## config.mk

```make
export PLATFORM = sky130hd
export DESIGN_NAME = cpu_fetch_buffer
export DESIGN_NICKNAME = d
export VERILOG_FILES = /design/src/rtl/cpu_fetch_buffer.sv
export SDC_FILE = /design/constraint.sdc
export NUM_CORES = 1
export LEC_CHECK = 0
export ABC_AREA = 1
export BUFFER_PORTS_ARGS = -buffer_cell sky130_fd_sc_hd__clkbuf_2
export CAP_MARGIN = 20
export CORE_AREA = 2 2 177 179
export CTS_BUF_LIST = sky130_fd_sc_hd__clkbuf_4
export CTS_CLUSTER_DIAMETER = 60
export DETAILED_ROUTE_END_ITERATION = 7
export DIE_AREA = 0 0 179 181
export GPL_ROUTABILITY_DRIVEN = 0
export HOLD_SLACK_MARGIN = 0.1
export MAX_ROUTING_LAYER = met4
export PLACE_DENSITY = 0.66
export REMOVE_ABC_BUFFERS = 1
export SETUP_SLACK_MARGIN = 0.2
export SYNTH_ARGS = -nofsm -noshare
export SYNTH_HDL_FRONTEND = slang
export SYNTH_SLANG_ARGS = --single-unit
```

## constraint.sdc

```tcl
create_clock -name clock -period 5.6 [get_ports clock]
set_input_delay 0.84 -clock clock [delete_from_list [all_inputs] [get_ports clock]]
set_output_delay 0.84 -clock clock [all_outputs]
set_load 0.05 [all_outputs]
```

## src/rtl/cpu_fetch_buffer.sv

```systemverilog
// rtl/cpu_fetch_buffer.sv - in-order instruction fetch queue with branch flush
// Define FETCH_ADDR_CHECK_EN to block and report fetches from a misaligned PC.
module cpu_fetch_buffer #(
  parameter logic [31:0] RESET_VECTOR = 32'hbfc00000,
  parameter int          DEPTH        = 4
) (
  input  logic        clock,
  input  logic        reset,
  output logic [31:0] ibus_addr,
  output logic        ibus_read,
  input  logic        ibus_ready,
  input  logic        ibus_rvalid,
  input  logic [31:0] ibus_rdata,
  input  logic        branch_valid,
  input  logic [31:0] branch_addr,
  output logic        out_valid,
  input  logic        out_ready,
  output logic [31:0] out_inst,
  output logic [31:0] out_pc,
  output logic        exr_valid,
  output logic [5:0]  exr_type,
  output logic [31:0] exr_a0
);
  localparam int PW = $clog2(DEPTH);
  localparam int CW = PW + 1;
  localparam logic [CW:0] DEPTH_X = (CW+1)'(DEPTH);

  logic [31:0]      pc;
  logic [31:0]      ent_pc   [DEPTH];
  logic [31:0]      ent_inst [DEPTH];
  logic [DEPTH-1:0] ent_filled;
  logic [PW-1:0]    head_ptr;
  logic [PW-1:0]    tail_ptr;
  logic [PW-1:0]    fill_ptr;
  logic [CW-1:0]    count;
  logic [CW-1:0]    pend;
  logic [CW-1:0]    drop_cnt;
  logic [CW-1:0]    owed;
  logic [CW:0]      inflight;
  logic             pc_misaligned;
  logic             alloc;
  logic             fill;
  logic             drop;
  logic             pop;

  // Responses still owed by the bus include those already orphaned by a flush.
  assign inflight  = {1'b0, drop_cnt} + {1'b0, count};
  assign owed      = drop_cnt + pend;

  assign ibus_addr = pc;
  assign ibus_read = !reset && !pc_misaligned && !branch_valid && (inflight < DEPTH_X);

  assign out_valid = (count != '0) && ent_filled[head_ptr];
  assign out_inst  = ent_inst[head_ptr];
  assign out_pc    = ent_pc[head_ptr];

  assign alloc = ibus_read && ibus_ready;
  assign fill  = ibus_rvalid && (drop_cnt == '0) && (pend != '0);
  assign drop  = ibus_rvalid && (drop_cnt != '0);
  assign pop   = out_valid && out_ready;

  always_ff @(posedge clock or posedge reset) begin
    if (reset) begin
      pc         <= RESET_VECTOR;
      head_ptr   <= '0;
      tail_ptr   <= '0;
      fill_ptr   <= '0;
      count      <= '0;
      pend       <= '0;
      drop_cnt   <= '0;
      ent_filled <= '0;
    end else if (branch_valid) begin
      pc         <= branch_addr;
      head_ptr   <= '0;
      tail_ptr   <= '0;
      fill_ptr   <= '0;
      count      <= '0;
      pend       <= '0;
      ent_filled <= '0;
      drop_cnt   <= owed - CW'(ibus_rvalid && (owed != '0));
    end else begin
      if (alloc) begin
        pc                   <= pc + 32'd4;
        tail_ptr             <= tail_ptr + PW'(1);
        ent_filled[tail_ptr] <= 1'b0;
      end
      if (fill) begin
        ent_filled[fill_ptr] <= 1'b1;
        fill_ptr             <= fill_ptr + PW'(1);
      end
      if (pop) begin
        ent_filled[head_ptr] <= 1'b0;
        head_ptr             <= head_ptr + PW'(1);
      end
      if (drop) begin
        drop_cnt <= drop_cnt - CW'(1);
      end
      count <= count + CW'(alloc) - CW'(pop);
      pend  <= pend + CW'(alloc) - CW'(fill);
    end
  end

  always_ff @(posedge clock) begin
    if (alloc) begin
      ent_pc[tail_ptr] <= pc;
    end
    if (fill) begin
      ent_inst[fill_ptr] <= ibus_rdata;
    end
  end

`ifdef FETCH_ADDR_CHECK_EN
  localparam logic [5:0] CP0_EX_IF_ADDRERR = 6'd4;

  logic        exr_q;
  logic [31:0] exr_a0_q;

  assign pc_misaligned = (pc[1:0] != 2'b00);

  // Report only after older fetches have drained so the exception is precise.
  always_ff @(posedge clock or posedge reset) begin
    if (reset) begin
      exr_q    <= 1'b0;
      exr_a0_q <= '0;
    end else if (branch_valid) begin
      exr_q    <= 1'b0;
    end else if (pc_misaligned && (count == '0) && (drop_cnt == '0) && !exr_q) begin
      exr_q    <= 1'b1;
      exr_a0_q <= pc;
    end
  end

  assign exr_valid = exr_q;
  assign exr_type  = exr_q ? CP0_EX_IF_ADDRERR : 6'd0;
  assign exr_a0    = exr_a0_q;
`else
  assign pc_misaligned = 1'b0;
  assign exr_valid     = 1'b0;
  assign exr_type      = 6'd0;
  assign exr_a0        = 32'd0;
`endif

endmodule

```

Word level (Yosys, flattened, before mapping)
Memory sizes are Yosys's and may differ from the RTL's.
Cells that the tools add are included.
Cells by class
  $add $sub $neg: 12
  $mul: 0
  divide/modulo/power cells: 0
  $lt $le $gt $ge: 7
  eq/ne operators: 0
  shift-type cells: 0
  mux-type cells: 30
  bitwise operators: 5
  reduce and logical (&&, ||, !) cells: 23
Operators by type and width (count)
  $mux W32: 2
  $add A32 B3 Y32 const B: 1
  $mux W4: 6
  $logic_and A1 B1 Y1: 12
  $mux W2: 6
  $mux W3: 4
  $reduce_bool A3 Y1: 4
  $lt A2 B3 Y1 const B: 3
  $sub A3 B1 Y3: 3
  $and A4 B4 Y4: 2
  $mux W1: 8
  $not A4 Y4: 2
  $reduce_bool A2 Y1: 4
  $add A2 B1 Y2 const B: 3
  $add A3 B1 Y3: 2
  $demux W1 S2: 3
  $ge A2 B1 Y1 const B: 3
  $add A3 B3 Y4: 1
  $lt A4 B3 Y1 const B: 1
  $or A4 B4 Y4: 1
  $add A3 B3 Y3: 1
  $logic_not A3 Y1: 1
  $sub A3 B1 Y3 const B: 1
  $bmux W1 S2: 1
  $logic_not A1 Y1: 2
Storage, ports and cells
  flip-flop bits (word level): 51
  bits in latches: 0
  RAM bits: 256
  ROM bits: 0
  bits of input ports: 70
  output and inout bits: 137
  word-level logic and storage cells: 87
  memories kept: 2
Memory list
  ent_inst: words 4, bits a word 32, rd ports 1, clocked after memory_dff 0, wr ports 1, RTL line 30  | logic [31:0] ent_inst [DEPTH];
  ent_pc: words 4, bits a word 32, rd ports 1, clocked after memory_dff 0, wr ports 1, RTL line 29  | logic [31:0] ent_pc [DEPTH];

Depth between registers and ports, before layout
Gate-level depths: netlist of the first run.
  word-level depth: 14
  depth in mapped cells: 14

Worst setup path before layout of the first run
Ideal clock, no wire load.
  path type: input-to-reg
  start point: input reset
  end point: register pend[2]
  setup time: 86 ps
  data arrival time: 3885 ps
  data required time: 5514 ps
  setup slack: 1628 ps
  stages on the path: 12
  cell sequence: inv_1 > nand3b_4 > nor2_8 > nand2_4 > buf_2 > ha_1 > inv_1 > ha_1 > inv_1 > fa_1 > and3_1 > nor3_1
Between the ends
  longest elaborated chain between the ends: 7
Ends and longest elaborated chain
  start: declaration: RTL line 8  | input logic reset,
  $logic_not A1 Y1 (no line)
  $logic_and A1 B1 Y1 (2 in a row): RTL line 51  | assign ibus_read = !reset && !pc_misaligned && !branch_valid && (inflight < DEPTH_X);
  named net ibus_read: RTL line 10  | output logic ibus_read,
  $logic_and A1 B1 Y1: RTL line 57  | assign alloc = ibus_read && ibus_ready;
  $add A3 B1 Y3: RTL line 99  | pend <= pend + CW'(alloc) - CW'(fill);
  $sub A3 B1 Y3: RTL line 99
  $mux W3: RTL line 72  | end else if (branch_valid) begin
  end signal: assignment: RTL line 99
  end: declaration: RTL line 36  | logic [CW-1:0] pend;
The timed path passes the listed nets, and every way through them passes these cells.
A chain may end at the register's enable or synchronous reset.

Worst setup path after layout of the first run
  start point: register head_ptr[0]
  end point: output out_pc[30]
Between the ends
  longest elaborated chain between the ends: 1
Ends and longest elaborated chain
  start: declaration: RTL line 32  | logic [PW-1:0] head_ptr;
  start signal: assignment: RTL line 93  | head_ptr <= head_ptr + PW'(1);
  $mem_v2 Z4 W32
  end: declaration: RTL line 19  | output logic [31:0] out_pc,
No other way between the ends.

==> results of run 1 <==
-- synthesized netlist by cell type (6+ instances only) --
cell type	number	area, um2
inv_1	84	315.3
nand2_1	222	833.3
buf_2	13	65.06
ha_1	24	300.3
nand3_1	64	320.3
clkbuf_1	36	135.1
o22ai_1	64	400.4
dfrtp_1	42	1051
nor2_1	191	716.9
o21ai_0	148	740.7
xnor2_1	6	52.55
edfxtp_1	256	7687
dfstp_2	9	236.5
a21oi_1	9	45.04
buf_4	41	307.8
-- sequential cells by signal, summed over array words and instances, names as in the netlist --
| register | cells |
|---|---|
| drop_cnt | 3 |
| ent_filled | 4 |
| ibus_addr | 32 |
| count | 3 |
| pend | 3 |
| ent_inst | 128 |
| ent_pc | 128 |
| tail_ptr | 2 |
| fill_ptr | 2 |
| head_ptr | 2 |
-- power by group through the flow --
stage	registers [mW]	clock network [mW]	logic, mW
final	2.72	1.99	0.680
after global routing	2.73	2.17	0.744
after CTS	2.71	2.06	0.682
after detailed placement	2.76	0	0.678
after global placement	2.76	0	0.671
after floorplan	2.83	0	0.390
-- stage by stage --
step / instance area [um2] / utilization (%)
after floorplan: 13110 / -
after global placement: 14600 / 48.09
after detailed placement: 14600 / 48.09
after CTS: 15660 / 51.60
after global routing: 15660 / 51.61
final: 15660 / 51.61
-- per-layer routing --
metal	track usage [%]	up-vias	wire, um
met4	6.244	0	533
met3	4.651	52	2471
met5	-	-	0
li1	-	4672	-
met1	27.96	4604	14270
met2	30.20	380	14820
-- how the worst max path moves through the flow --
stage / from / end / slack [ns]
global placement: branch_valid / pend[2] / 2.03
detailed placement: branch_valid / pend[2] / 2.00
global route: head_ptr[0] / out_pc[26] / 1.23
finish: head_ptr[0] / out_pc[30] / 1.49
CTS: head_ptr[0] / out_pc[30] / 1.41
floorplan: head_ptr[0] / out_valid / -0.05
-- layout make-up --
cell class	count	area, um2
Multi-Input combinational cell	792	3839
Antenna cell	1	2.502
Sequential cell	307	8980
Clock buffer	124	930.9
Tap cell	396	495.5
Timing Repair Buffer	182	948.4
Inverter	88	332.8
Clock inverter	17	133.9
Fill cell	2748	14690
-- placed cells by master (no fill, tap or decap), types with 2 or more instances in the layout --
master,synthesis,final
o21ai_0,148,148
xnor2_1,6,6
nand2_4,2,2
dfstp_2,9,9
o21bai_1,4,4
nand2_1,222,222
clkinv_1,0,10
clkinvlp_4,0,2
fa_1,3,3
nand4_1,4,4
buf_4,41,15
a21oi_1,9,9
o22ai_1,64,64
xor2_1,4,4
clkbuf_4,0,124
nor2_4,0,4
nand3_1,64,64
ha_1,24,24
clkbuf_2,0,167
conb_1,1,39
bufinv_16,0,2
nor2_1,191,187
dfrtp_1,42,40
inv_2,4,6
edfxtp_1,256,256
inv_1,84,82
-- logic make-up after synthesis --
| logic type | Yosys count | share of synthesized area, % |
|---|---|---|
| xor gates and xnor gates | 10 | 0.6488 |
| and+or+nand+nor | 488 | 14.64 |
| adders and majority gates | 27 | 2.670 |
| buffers and inverters | 181 | 6.350 |
| AOI/OAI and AO/OA | 228 | 9.177 |
| other | 1 | 0.02778 |
| DFF | 307 | 66.49 |
==> impl_metrics.tcl, run 1 <==
set metrics [dict create \
    peakVddDrop_mv 0.2236 \
    whs_ns 0.3522 \
    cpPeakStageDelay_ns 0.76 \
    power_density_mw_per_mm2 344.2 \
    rsz0062_at_grt "false" \
    area_growth_pct 16.04 \
    critPathCaptureType "output pin" \
    cts_root_buffer "clkbuf_4" \
    ys_seq_elements 307 \
    max_slew.worst_pin.slew_ns 1.019 \
    yosysUniqueCellTypes 32 \
    path_depth 5 \
    design.core.area_mm2 0.03035 \
    hold_path.startpoint "ibus_rdata[15]" \
    slew_violations 0 \
    r2r_slack_ns 2.16 \
    grt_pass1_vias 9223 \
    holdPathStages 1 \
    final.setup_skew_ns 0.04688 \
    synthesis.area_mm2 0.01350 \
    grt_use_total_pct 20.36 \
    syn_avg_cell_area_um2 10.87 \
    critical_path_class "flop to output pin" \
    hold_end "ent_inst[1][15]" \
    setup_ws_ns 1.494 \
    fin_cells 1907 \
    drive_gt1_share_pct 22.45 \
    worst-path-max-fanout 100 \
    power.net_switching_mw 1.528 \
    grt_max_degree 101 \
    post_cts_resized 0 \
    ios 207 \
    hold_violations 0 \
    cp-start-kind "flop" \
    post-route-min-period_ns 4.106 \
    dpl_worst_slack_ns 2.002 \
    postRouteAntennaNets 0 \
    p_int_mw 3.863 \
    post_cts_buffers 0 \
    finalPower_mw 5.391 \
    nets 1546 \
    worstReg2RegStart "head_ptr[0]" \
    fmax_ghz 0.2436 \
    clk_path_buf_depth 3 \
    grt_remaining_overflow 0 \
    die_w_um 179 \
    antenna_found_initial 1 \
    synth-main-ff-cell "edfxtp_1" \
    yosys_warnings 0 \
    cts.clk_slew.worst_paths_ns 0.07 \
    worstPathRequired_ns 4.76 \
    setup_viol 0 \
    start_util_pct 44.48 \
    vias_per_cell 5.091 \
    maxSlewHeadroom_pct 32.10 \
    insertion_delay_ns 0.71 \
    synth_edf_count 256 \
    r2r_cells 13 \
    leakage_nw 6.422 \
    arrival_ns 3.27 \
    setup_tns_ns 0 \
    die_y_um 181 \
    fin_crit_sh_pct 73.32 \
    cp_cell_sequence "inv_4, buf_4, o21ai_0, o22ai_1, clkbuf_2" \
    drv_cap 0 \
    pwr-share-seq_pct 50.4 \
    first_pass_iters 6 \
    ys_async_sr_fraction_pct 16.61 \
    h-tree-depth 3 \
    dp_hpwl_um 19890 \
    wl_per_cell_um 16.83 \
    critPathBufInv 3 \
    drt_iter0_markers 675 \
    cts_tree "built" \
    port_buffers 167 \
    dieArea_mm2 0.03240 \
    numCtsBuffers 78 \
    drt_wl_total_um 32100 \
    syn_inst 1242 \
    cts_sinks 307 \
    yosysSeqAreaShare_pct 66.49 \
    clkPwrFrac_pct 37.0 \
    fp-row-count 64 \
    p_comb_share_pct 12.6 \
    ctsHoldBuffers 0 \
    cp_slowest_cell "inv_4" \
    critPathTopFamily "buffers and inverters" \
    dp_cells 1765 \
    hp-class "input port to flop" \
    sw_frac_of_total_pct 28.34 \
    via_count 9708 \
    outcome "complete, no violations" \
    r2r_end "count[2]" \
    grt_pass1_wl_um 49500 \
    drc 0 \
]
No activity file was read; power rests on OpenSTA's default activity.
==> run 2, diff against run 1 <==
--- a/config.mk
+++ b/config.mk
@@ -16,7 +16,7 @@
 export GPL_ROUTABILITY_DRIVEN = 0
 export HOLD_SLACK_MARGIN = 0.1
 export MAX_ROUTING_LAYER = met4
-export PLACE_DENSITY = 0.66
+export PLACE_DENSITY = 0.68
 export REMOVE_ABC_BUFFERS = 1
 export SETUP_SLACK_MARGIN = 0.2
 export SYNTH_ARGS = -nofsm -noshare
==> constraint.sdc (replaced) <==
create_clock -name clock -period 3.6 [get_ports clock]
set_input_delay 0.54 -clock clock [delete_from_list [all_inputs] [get_ports clock]]
set_output_delay 0.54 -clock clock [all_outputs]
set_load 0.05 [all_outputs]
==> run 2 against run 1 <==
Net effect: die area unchanged; non-clock buffer count increased by 50; combinational power up 63%; largest cell class unchanged.
==> impl_metrics.tcl, run 2 (synthesized netlist as in run 1, its figures left out) <==
set metrics [dict create \
    outcome "complete, no violations" \
    final_util_pct 53.64 \
    cts_root_buffer "clkbuf_4" \
    critPathCapture "out_pc[17]" \
    wl_per_cell_um 16.51 \
    drt_wl_total_um 32350 \
    drc 0 \
    cpPeakStageDelay_ns 0.71 \
    fin_crit_sh_pct 88.19 \
    fill_cells 2696 \
    dp_hpwl_um 19310 \
    port_buffers 167 \
    placed_area_mm2 0.01467 \
    drive_gt1_share_pct 21.88 \
    insertion_delay_ns 0.70 \
    max_slew.worst_pin.slew_ns 0.7287 \
    n_antenna_cell 0 \
    fin_area_mm2 0.01628 \
    cts_sinks 307 \
    first_pass_iters 5 \
    grt_use_total_pct 20.36 \
    critical_path_class "flop to output pin" \
    peakVddDrop_mv 0.3335 \
    drt_iter0_markers 646 \
    arrival_ns 2.63 \
    worst-path-max-fanout 66 \
    maxSlewHeadroom_pct 51.37 \
    cts.clk_slew.worst_paths_ns 0.06 \
    grt_remaining_overflow 0 \
    final_common_cell "edfxtp_1" \
    drv_cap 0 \
    seq_area_mm2 0.008980 \
    ios 207 \
    die_w_um 179 \
    setup_viol 0 \
    final_cell_mix "edfxtp_1 (256), nand2_1 (222), nor2_1 (187)" \
    r2r_slack_ns 0.93 \
    final.setup_skew_ns 0.04267 \
    critPathCaptureType "output pin" \
    rsz0062_at_grt "false" \
    fmax_ghz 0.3150 \
    nets 1599 \
    start_util_pct 44.48 \
    area_growth_pct 20.60 \
    clk_path_buf_depth 3 \
    postRouteAntennaNets 0 \
    hold_violations 0 \
    h-tree-depth 3 \
    grt_pass1_wl_um 49930 \
    cp_slowest_cell "dfrtp_4" \
    setup_tns_ns 0 \
    grt_pass1_vias 9432 \
    antenna_found_initial 0 \
    fp-row-count 64 \
    leakage_nw 6.683 \
    cp-start-kind "flop" \
    cp_cell_sequence "inv_4, buf_16, o21ai_0, o22ai_1, clkbuf_2" \
    numCtsBuffers 81 \
    cp-startpoint "head_ptr[0]" \
    design.core.area_mm2 0.03035 \
    power_density_mw_per_mm2 520.5 \
    hp-class "input port to flop" \
    via_count 9884 \
    dieArea_mm2 0.03240 \
    post-route-min-period_ns 3.175 \
    whs_ns 0.1530 \
    grt_max_degree 132 \
    cts_tree "built" \
    critPathTopFamily "buffers and inverters" \
    multi_input_area_mm2 0.003839 \
    slew_violations 0 \
    worstReg2RegStart "head_ptr[0]" \
    die_y_um 181 \
    r2r_end "count[2]" \
    r2r_cells 13 \
    critPathBufInv 3 \
    vias_per_cell 5.045 \
    worstPathRequired_ns 3.06 \
    path_depth 5 \
]
run 2: area by class of cell:
type / count / area share (%)
flip-flops and latches: 307 / 55.17
multi-input cells: 792 / 23.58
repair buffers: 232 / 9.431
clock buffers: 123 / 5.673
well taps: 396 / 3.044
inverters: 88 / 2.045
clock inverters: 21 / 1.061
run 2: report_power, final:
part / internal, mW / switching [mW]
logic: 0.308 / 0.798
registers: 4.03 / 0.184
clock network: 1.77 / 1.38
total: 6.11 / 2.36
run 2: how the worst min path moves through the flow:
stage | start | end | cells after the start
after floorplan | ent_filled[0] | ent_filled[0] | 2
after global placement | ent_filled[0] | ent_filled[0] | 2
after detailed placement | ent_filled[1] | ent_filled[1] | 2
after CTS | branch_addr[12] | ibus_addr[12] | 3
after global routing | branch_addr[7] | ibus_addr[7] | 3
final | branch_addr[25] | ibus_addr[25] | 5
run 2: stage by stage:
stage          total power [mW]  setup WS [ns]  instances
3_5_place_dp              5.349         0.9606       1766
4_1_cts                   8.559         0.2242       1958
6_report                  8.473         0.4252       1959
5_1_grt                   8.883         0.2306       1959
3_3_place_gp              5.330         0.9778       1766
2_1_floorplan             5.014         -1.751       1187
run 2: worst min-delay path, cell delays in order:
cell	delay (ns)
clkbuf_2	0.09
nand2_1	0.06
nand2_1	0.06
inv_1	0.05
nand2_1	0.04
run 2: what timing repair did:
| action | 4_1_cts | 5_1_grt |
|---|---|---|
| gates resized for setup | 0 | 2 |
| endpoints found under the setup margin | 0 | 17 |
| setup buffers | 0 | 0 |
| hold buffers | 48 | 0 |
| endpoints found under the hold margin | 170 | 0 |
run 2: metal layers:
layer	GRT usage [%]	part of all wire [%]	vias to the layer above
met4	5.724	1.5	0
met5	-	0	-
met3	4.524	7.5	51
li1	-	-	4787
met1	26.15	43	4699
met2	32.51	48	347
